===== src/rtl/wb_regfile_if.sv =====
`default_nettype none
// ============================================================================
//  Module   : wb_regfile_if
//  Purpose  : Bundles the MEM/WB latch outputs, the decode read ports and the
//             writeback status outputs of the writeback / register-file stage.
//  Modports : master - the pipeline side (drives latch fields and read
//                      indices, observes read data and status)
//             slave  - the wb_regfile stage itself
//  Signals  : wb_valid, npc_o, port_out_o, dmemload_o, zeroExt_o, rd_o,
//             regWr_o, halt_o, rdSel_o, rsel1, rsel2      (master -> slave)
//             rdat1, rdat2, wb_data, wb_rd, wb_wen, halted,
//             retire_cnt                                  (slave -> master)
//  Revision : 1.0  initial release
// ============================================================================
interface wb_regfile_if #(
    parameter int CNT_W = 32
);
    // MEM/WB latch contents
    logic             wb_valid;
    logic [31:0]      npc_o;
    logic [31:0]      port_out_o;
    logic [31:0]      dmemload_o;
    logic [31:0]      zeroExt_o;
    logic [4:0]       rd_o;
    logic             regWr_o;
    logic             halt_o;
    logic [2:0]       rdSel_o;

    // Decode-stage read indices and data
    logic [4:0]       rsel1;
    logic [4:0]       rsel2;
    logic [31:0]      rdat1;
    logic [31:0]      rdat2;

    // Writeback view for the forwarding unit and system status
    logic [31:0]      wb_data;
    logic [4:0]       wb_rd;
    logic             wb_wen;
    logic             halted;
    logic [CNT_W-1:0] retire_cnt;

    modport master (
        output wb_valid, npc_o, port_out_o, dmemload_o, zeroExt_o,
               rd_o, regWr_o, halt_o, rdSel_o, rsel1, rsel2,
        input  rdat1, rdat2, wb_data, wb_rd, wb_wen, halted, retire_cnt
    );

    modport slave (
        input  wb_valid, npc_o, port_out_o, dmemload_o, zeroExt_o,
               rd_o, regWr_o, halt_o, rdSel_o, rsel1, rsel2,
        output rdat1, rdat2, wb_data, wb_rd, wb_wen, halted, retire_cnt
    );
endinterface
`default_nettype wire


===== src/rtl/wb_regfile.sv =====
`default_nettype none
// ============================================================================
//  Module   : wb_regfile
//  Purpose  : Writeback stage and architectural register file. Selects the
//             writeback word from the MEM/WB latch, commits it to the
//             register file, serves two asynchronous decode read ports,
//             and keeps the sticky halt flag and retired-instruction count.
//  Ports    : CLK  - clock, rising edge
//             RST  - synchronous active-high reset
//             bus  - wb_regfile_if.slave (latch fields, read ports, status)
//  Params   : NREGS - number of architectural registers (x0 reads as zero)
//             CNT_W - width of the retired-instruction counter
//  Options  : WB_BYPASS_EN - when defined, a read of the register being
//             written in the same cycle returns the new word (write-through);
//             when undefined the read returns the stored (pre-write) value.
//  Revision : 1.0  initial release
// ============================================================================
module wb_regfile #(
    parameter int NREGS = 32,
    parameter int CNT_W = 32
) (
    input  logic         CLK,
    input  logic         RST,
    wb_regfile_if.slave  bus
);

    // Writeback source encodings
    localparam logic [2:0] c_SEL_ALU  = 3'd0;
    localparam logic [2:0] c_SEL_LOAD = 3'd1;
    localparam logic [2:0] c_SEL_LINK = 3'd2;
    localparam logic [2:0] c_SEL_IMM  = 3'd3;

    localparam int         c_NPORTS   = 2;

    // ------------------------------------------------------------------
    // State
    // ------------------------------------------------------------------
    logic [31:0]      r_regs [NREGS];
    logic             r_halted;
    logic [CNT_W-1:0] r_retireCnt;

    // ------------------------------------------------------------------
    // Combinational writeback path
    // ------------------------------------------------------------------
    logic [31:0]      w_wbData;
    logic             w_rdInRange;
    logic             w_wen;
    logic             w_retire;

    // Reserved select codes fall back to the ALU result so a corrupted
    // select never produces an undefined writeback word.
    always_comb begin
        w_wbData = bus.port_out_o;
        case (bus.rdSel_o)
            c_SEL_ALU:  w_wbData = bus.port_out_o;
            c_SEL_LOAD: w_wbData = bus.dmemload_o;
            c_SEL_LINK: w_wbData = bus.npc_o;
            c_SEL_IMM:  w_wbData = bus.zeroExt_o;
            default:    w_wbData = bus.port_out_o;
        endcase
    end

    // Destinations beyond the implemented register count are dropped so a
    // reduced-size file never aliases onto a real register.
    assign w_rdInRange = (32'(bus.rd_o) < 32'(NREGS));

    // The HALT instruction itself never writes, and nothing writes once
    // halted; x0 is never a legal destination.
    assign w_wen = bus.wb_valid & bus.regWr_o & ~bus.halt_o & ~r_halted
                 & (bus.rd_o != 5'd0) & w_rdInRange;

    // Every real instruction retires (including HALT) until halted.
    assign w_retire = bus.wb_valid & ~r_halted;

    // ------------------------------------------------------------------
    // Sequential state: register file, halt flag, retire counter.
    // Reset has priority and discards any commit presented in that cycle.
    // ------------------------------------------------------------------
    always_ff @(posedge CLK) begin
        if (RST) begin
            for (int i = 0; i < NREGS; i++) begin
                r_regs[i] <= '0;
            end
            r_halted    <= 1'b0;
            r_retireCnt <= '0;
        end else begin
            if (w_wen) begin
                r_regs[bus.rd_o] <= w_wbData;
            end
            if (w_retire) begin
                // Natural wrap at the counter width.
                r_retireCnt <= r_retireCnt + 1'b1;
                if (bus.halt_o) begin
                    r_halted <= 1'b1;
                end
            end
        end
    end

    // ------------------------------------------------------------------
    // Asynchronous read ports
    // ------------------------------------------------------------------
    logic [4:0]  w_rsel [c_NPORTS];
    logic [31:0] w_rdat [c_NPORTS];

    assign w_rsel[0] = bus.rsel1;
    assign w_rsel[1] = bus.rsel2;

    always_comb begin
        for (int p = 0; p < c_NPORTS; p++) begin
            w_rdat[p] = '0;
            // x0 and unimplemented indices read as zero.
            if ((w_rsel[p] != 5'd0) && (32'(w_rsel[p]) < 32'(NREGS))) begin
                w_rdat[p] = r_regs[w_rsel[p]];
`ifdef WB_BYPASS_EN
                // Write-through: the word being committed this cycle wins
                // over the stored copy.
                if (w_wen && (w_rsel[p] == bus.rd_o)) begin
                    w_rdat[p] = w_wbData;
                end
`endif
            end
        end
    end

    // ------------------------------------------------------------------
    // Output drive
    // ------------------------------------------------------------------
    assign bus.rdat1      = w_rdat[0];
    assign bus.rdat2      = w_rdat[1];
    assign bus.wb_data    = w_wbData;
    assign bus.wb_rd      = bus.rd_o;
    assign bus.wb_wen     = w_wen;
    assign bus.halted     = r_halted;
    assign bus.retire_cnt = r_retireCnt;

endmodule
`default_nettype wire


===== src/flat_wrapper.sv =====
// flat-port wrapper written by rule: the top's interface ports become plain ports
module wb_regfile_flat 
#(
    parameter int NREGS = 32,
    parameter int CNT_W = 32
)
  (CLK, RST, bus_wb_valid, bus_npc_o, bus_port_out_o, bus_dmemload_o, bus_zeroExt_o, bus_rd_o, bus_regWr_o, bus_halt_o, bus_rdSel_o, bus_rsel1, bus_rsel2, bus_rdat1, bus_rdat2, bus_wb_data, bus_wb_rd, bus_wb_wen, bus_halted, bus_retire_cnt);
  wb_regfile_if #(.CNT_W(CNT_W)) bus_i ();
  input  logic CLK;
  input  logic RST;
  input wire logic [$bits(bus_i.wb_valid)-1:0] bus_wb_valid;
  input wire logic [$bits(bus_i.npc_o)-1:0] bus_npc_o;
  input wire logic [$bits(bus_i.port_out_o)-1:0] bus_port_out_o;
  input wire logic [$bits(bus_i.dmemload_o)-1:0] bus_dmemload_o;
  input wire logic [$bits(bus_i.zeroExt_o)-1:0] bus_zeroExt_o;
  input wire logic [$bits(bus_i.rd_o)-1:0] bus_rd_o;
  input wire logic [$bits(bus_i.regWr_o)-1:0] bus_regWr_o;
  input wire logic [$bits(bus_i.halt_o)-1:0] bus_halt_o;
  input wire logic [$bits(bus_i.rdSel_o)-1:0] bus_rdSel_o;
  input wire logic [$bits(bus_i.rsel1)-1:0] bus_rsel1;
  input wire logic [$bits(bus_i.rsel2)-1:0] bus_rsel2;
  output wire logic [$bits(bus_i.rdat1)-1:0] bus_rdat1;
  output wire logic [$bits(bus_i.rdat2)-1:0] bus_rdat2;
  output wire logic [$bits(bus_i.wb_data)-1:0] bus_wb_data;
  output wire logic [$bits(bus_i.wb_rd)-1:0] bus_wb_rd;
  output wire logic [$bits(bus_i.wb_wen)-1:0] bus_wb_wen;
  output wire logic [$bits(bus_i.halted)-1:0] bus_halted;
  output wire logic [$bits(bus_i.retire_cnt)-1:0] bus_retire_cnt;
  assign bus_i.wb_valid = bus_wb_valid;
  assign bus_i.npc_o = bus_npc_o;
  assign bus_i.port_out_o = bus_port_out_o;
  assign bus_i.dmemload_o = bus_dmemload_o;
  assign bus_i.zeroExt_o = bus_zeroExt_o;
  assign bus_i.rd_o = bus_rd_o;
  assign bus_i.regWr_o = bus_regWr_o;
  assign bus_i.halt_o = bus_halt_o;
  assign bus_i.rdSel_o = bus_rdSel_o;
  assign bus_i.rsel1 = bus_rsel1;
  assign bus_i.rsel2 = bus_rsel2;
  assign bus_rdat1 = bus_i.rdat1;
  assign bus_rdat2 = bus_i.rdat2;
  assign bus_wb_data = bus_i.wb_data;
  assign bus_wb_rd = bus_i.wb_rd;
  assign bus_wb_wen = bus_i.wb_wen;
  assign bus_halted = bus_i.halted;
  assign bus_retire_cnt = bus_i.retire_cnt;
  wb_regfile #(.NREGS(NREGS), .CNT_W(CNT_W)) u_core (.CLK(CLK), .RST(RST), .bus(bus_i));
endmodule

===== config.mk =====
export PLATFORM = sky130hd
export DESIGN_NAME = wb_regfile_flat
export DESIGN_NICKNAME = d
export VERILOG_FILES = /design/src/rtl/wb_regfile_if.sv /design/src/rtl/wb_regfile.sv /design/src/flat_wrapper.sv
export SDC_FILE = /design/constraint.sdc
export NUM_CORES = 2
export LEC_CHECK = 0
export CORE_ASPECT_RATIO = 1.75
export CORE_UTILIZATION = 41
export CTS_CLUSTER_DIAMETER = 80
export DETAILED_ROUTE_END_ITERATION = 8
export GPL_TIMING_DRIVEN = 0
export HOLD_SLACK_MARGIN = 0.03
export PLACE_DENSITY = 0.57
export SKIP_CTS_REPAIR_TIMING = 1
export SYNTH_ARGS = -nofsm -noshare
export SYNTH_HDL_FRONTEND = slang
export SYNTH_SLANG_ARGS = --single-unit

===== constraint.sdc =====
create_clock -name CLK -period 5 [get_ports CLK]
set_input_delay 0.75 -clock CLK [delete_from_list [all_inputs] [get_ports CLK]]
set_output_delay 0.75 -clock CLK [all_outputs]
set_load 0.02 [all_outputs]

# Word level (Yosys, flattened, before mapping)
# Memory sizes are Yosys's and may differ from the RTL's.
# Index checks and enable logic that the tools add are counted.
[totals]
mem_count = 1
ramBits = 1024
out_inout_bits = 135
regBits = 33
word_cells = 30
[op_classes]
n_addsub = 1
n_eq_ne = 3
mux = 11
n_bitwise = 7
reduce_logical = 5
[memory_table]
columns = ["memory", "words", "word_bits", "rd", "rd_clocked_by_memory_dff", "write_ports", "line", "source"]
rows = [
  ["u_core.r_regs", 32, 32, 2, 0, 32, "wb_regfile.sv:38", "logic [31:0] r_regs [NREGS];"],
]
[ops]
columns = ["op", "n"]
rows = [
  ["$mux W32", 3],
  ["$pmux W32 S3", 1],
  ["$add A32 B1 Y32 const B", 1],
  ["$reduce_or A32 Y1", 1],
  ["$reduce_bool A5 Y1", 3],
  ["$eq A3 B2 Y1 const B", 2],
  ["$mux W1", 6],
  ["$and A1 B1 Y1", 5],
  ["$mux W5", 1],
  ["$eq A3 B1 Y1 const B", 1],
  ["$not A1 Y1", 2],
  ["$reduce_and A2 Y1", 1],
]

# Depth between registers and ports, before layout
[depth]
word_depth = 9
ltp_mapped = 8
depth_no_buf = 5

# Least setup slack after synthesis
# No wires, ideal clock.
[synth_timing]
path_kind = "input -> output"
startpoint = "in bus_rsel1[0]"
endpoint = "out bus_rdat1[1]"
slack_ps = 1694
n_path_buf = 4
stages = 7
arrival_time_ps = 2556
required_time_ps = 4250
cell_sequence = "buf_2 -> inv_1 -> buf_2 -> clkbuf_1 -> clkbuf_1 -> o2111ai_1 -> a311oi_1"
[synth_between]
elab_chain_cells = 2
word_cells_on_any_way = 3
[synth_lines]
columns = ["element", "line", "source"]
rows = [
  ["start, declared", "flat_wrapper.sv:20", "input wire logic [$bits(bus_i.rsel1)-1:0] bus_rsel1;"],
  ["$mem_v2 Z32 W32 / $reduce_bool A5 Y1 (equally long branches)", "n/a", ""],
  ["$mux W32 *", "wb_regfile.sv:113", "if ((w_rsel[p] != 5'd0) && (32'(w_rsel[p]) < 32'(NREGS))) begin"],
  ["end, declared", "flat_wrapper.sv:22", "output wire logic [$bits(bus_i.rdat1)-1:0] bus_rdat1;"],
]
# Every way passes the cells marked *; elsewhere a longest branch is shown, timed or not.

# Final worst setup path
[layout_timing]
startpoint = "in bus_rsel1[3]"
endpoint = "out bus_rdat1[22]"
# The elaborated chain is that of the path after synthesis.

==> flow_metrics.tcl <==
set metrics [dict create \
    status "finished with violations" \
    violations "max-capacitance violations, max-slew violations, negative setup slack" \
    layout_common_cells "1085 x nor2_1, 1024 x edfxtp_1, 448 x mux4_2" \
    cp_cell_sequence "clkdlybuf4s50_1 > clkbuf_2 > nor2_1 > clkbuf_1 > a22oi_1 > a311oi_1 > clkdlybuf4s50_1" \
    drive_above_1_share_pct 23.64 \
    cts_tree "built" \
    yosys.area_share.adder_pct 0.02259 \
    synth.area.top_cells "edfxtp_1 56%, mux4_2 18%, nor2_1 7.4%" \
    worst_pin_slew_ns 1.557 \
    initial_utilization_pct 41.24 \
    path_common_cell "clkdlybuf4s50_1" \
    io_pins 286 \
    synthMuxAreaShare_pct 22.63 \
    first_pass_iters 6 \
    synth-simple-area-share_pct 10.98 \
    routedWlPerCell_um 37.52 \
    chipWidth_um 279.8 \
    yosys_warnings 0 \
    r2r_end "u_core.r_regs[25][20]" \
    hpwl_mm 184.4 \
    avgSynthCellArea_um2 13.39 \
    worstHoldPathCells 2 \
    ys_seq_area_share_pct 56.71 \
    crit_required_ns 4.25 \
    p_per_area_nw_per_um2 330.2 \
    r2r_cells 6 \
    min_period_ns 5.191 \
    grt_first_pass_wirelength_mm 324.9 \
    setup_viol_count_final 32 \
    cp_max_fo 10 \
    rsz0062_at_grt "no" \
    startpoint "bus_rsel1[3]" \
    crit_type "input pin to primary output" \
    critical_path.max_stage_delay_ns 0.74 \
    htreeDepth 3 \
    report.final.hold_viol_count 0 \
    max_freq_mhz 192.7 \
    track_usage_pct 35.29 \
    finClkSkew_ns 0.01610 \
    leakage_nw 23.94 \
    grt_start_max_net_pins 24 \
    synth_area_um2 55390 \
    slew_viol_final 16 \
    synth_top_area_share_pct 55.52 \
    gp_congestion 1.010 \
    postLayoutCellArea_um2 65110 \
    synth_top_family_by_area "multiplexers" \
    max-cap-violations 2 \
    drt_iter0_drc 5073 \
    ff2ff_setup_slack_ns 0.93 \
    slew_headroom_pct -4.759 \
    tns_ns -2.330 \
    finalCritPeriodShare_pct 103.8 \
    first_global_vias 41095 \
    cts.reportedPaths.clkPinSlew_ns 0.07 \
    start_kind "input pin" \
    synth_xor_area_share_pct 0.1581 \
    ys_seq_elements 1057 \
    postSynth.asyncResetShare_pct 0 \
    die_y_um 488.2 \
    timing.hold.ws_ns 0.5368 \
    nFillCells 11833 \
    slowest_stage "clkdlybuf4s50_1" \
    preCtsSetupSlack_ns -0.9912 \
    utilization_pct 48.49 \
    grt_antenna_before_repair 11 \
    viasPerCell 6.390 \
    num_rows 178 \
    vdd_drop_max_v 0.0002510 \
    grt-ovfl-total 0 \
    wl_mm 242.4 \
    io_buffers 272 \
    dieArea_um2 136600 \
    nets 4722 \
    drc_errors 0 \
    crit_end "bus_rdat1[22]" \
    end_kind "primary output" \
    synth-main-ff-cell "edfxtp_1" \
    mostFrequentLayoutCell "nor2_1" \
    finalPower_mw 21.50 \
    clkSinkCount 1057 \
    syn_inst 4136 \
    final_cell_count_no_fill 6460 \
    cts_max_path_buffers 3 \
    cts_root_buffer "clkbuf_16" \
    placed_cells_incl_taps 6271 \
    synth_cell_types 50 \
    drtAntennaViolNets 0 \
    cts_inserted_buffers 99 \
    hp-class "flip-flop to flip-flop" \
    crit_arrival_ns 4.44 \
    fin_ws_ns -0.1905 \
    syn_to_final_growth_pct 17.56 \
    yosysTopAreaCell "edfxtp_1" \
    postPlaceCellArea_um2 61230 \
    clock_latency_ns 0.74 \
    coreArea_um2 134300 \
    r2r-start "u_core.bus.halted" \
    synth_edf_count 1024 \
    synth-compound-area-share_pct 5.625 \
    route.vias.total 41277 \
]
-- power breakdown --
part | internal [mW] | switching [mW]
combinational | 1.09 | 2.09
clock | 4.65 | 3.62
sequential | 9.92 | 0.128
total | 15.7 | 5.84
-- worst max-delay path, delay by kind of cell --
| kind | cells | cell delay [ns] |
|---|---|---|
| compound gates | 2 | 0.89 |
| buf+inv | 4 | 2.27 |
| simple gates | 1 | 0.51 |
-- area by class of cell --
class | count | area, um2 | share of cell area (%)
diodes | 7 | 17.52 | 0.02690
flip-flops and latches | 1057 | 31410 | 48.24
plain buffers | 445 | 2086 | 3.203
well taps | 1800 | 2252 | 3.459
inverters | 39 | 146.4 | 0.2248
clock buffers | 118 | 2631 | 4.041
multi-input cells | 2623 | 22360 | 34.34
repair buffers | 305 | 3408 | 5.234
clock inverters | 66 | 804.5 | 1.236
-- state kept, by name (all words and copies together) (netlist names) --
name / cells
u_core.bus.halted: 1
u_core.bus.retire_cnt: 32
u_core.r_regs: 1024
-- worst min-delay path by stage --
stage / slack, ns / end / startpoint
after global placement: 0.51 / u_core.bus.retire_cnt[13] / u_core.bus.retire_cnt[13]
final: 0.54 / u_core.bus.retire_cnt[13] / u_core.bus.retire_cnt[13]
after CTS: 0.53 / u_core.bus.retire_cnt[13] / u_core.bus.retire_cnt[13]
after detailed placement: 0.52 / u_core.bus.retire_cnt[13] / u_core.bus.retire_cnt[13]
after global routing: 0.56 / u_core.bus.retire_cnt[13] / u_core.bus.retire_cnt[13]
after floorplan: 0.57 / u_core.bus.retire_cnt[18] / u_core.bus.retire_cnt[18]
-- cell usage after synthesis (74+ instances only) --
cell	number
a21oi_1	77
o21ai_0	79
nand2_1	115
buf_2	203
clkbuf_1	216
mux4_2	448
mux2_2	74
nor2b_1	115
edfxtp_1	1024
mux2i_1	161
nor2_1	1088
-- logic make-up after synthesis --
group / after synthesis
compound gates: 459
xor+xnor: 10
fa+ha+maj: 1
buf+inv: 487
flops: 1057
mux: 683
other cells: 1
simple gates: 1438
-- routing by layer --
metal  share of wire (%)  global-route usage, %
met5               0.022                      0
met4                 8.5                  26.04
met3                 9.5                  6.903
met2                  50                  61.64
met1                  32                  37.76
Power figures use the tool's default switching activity.
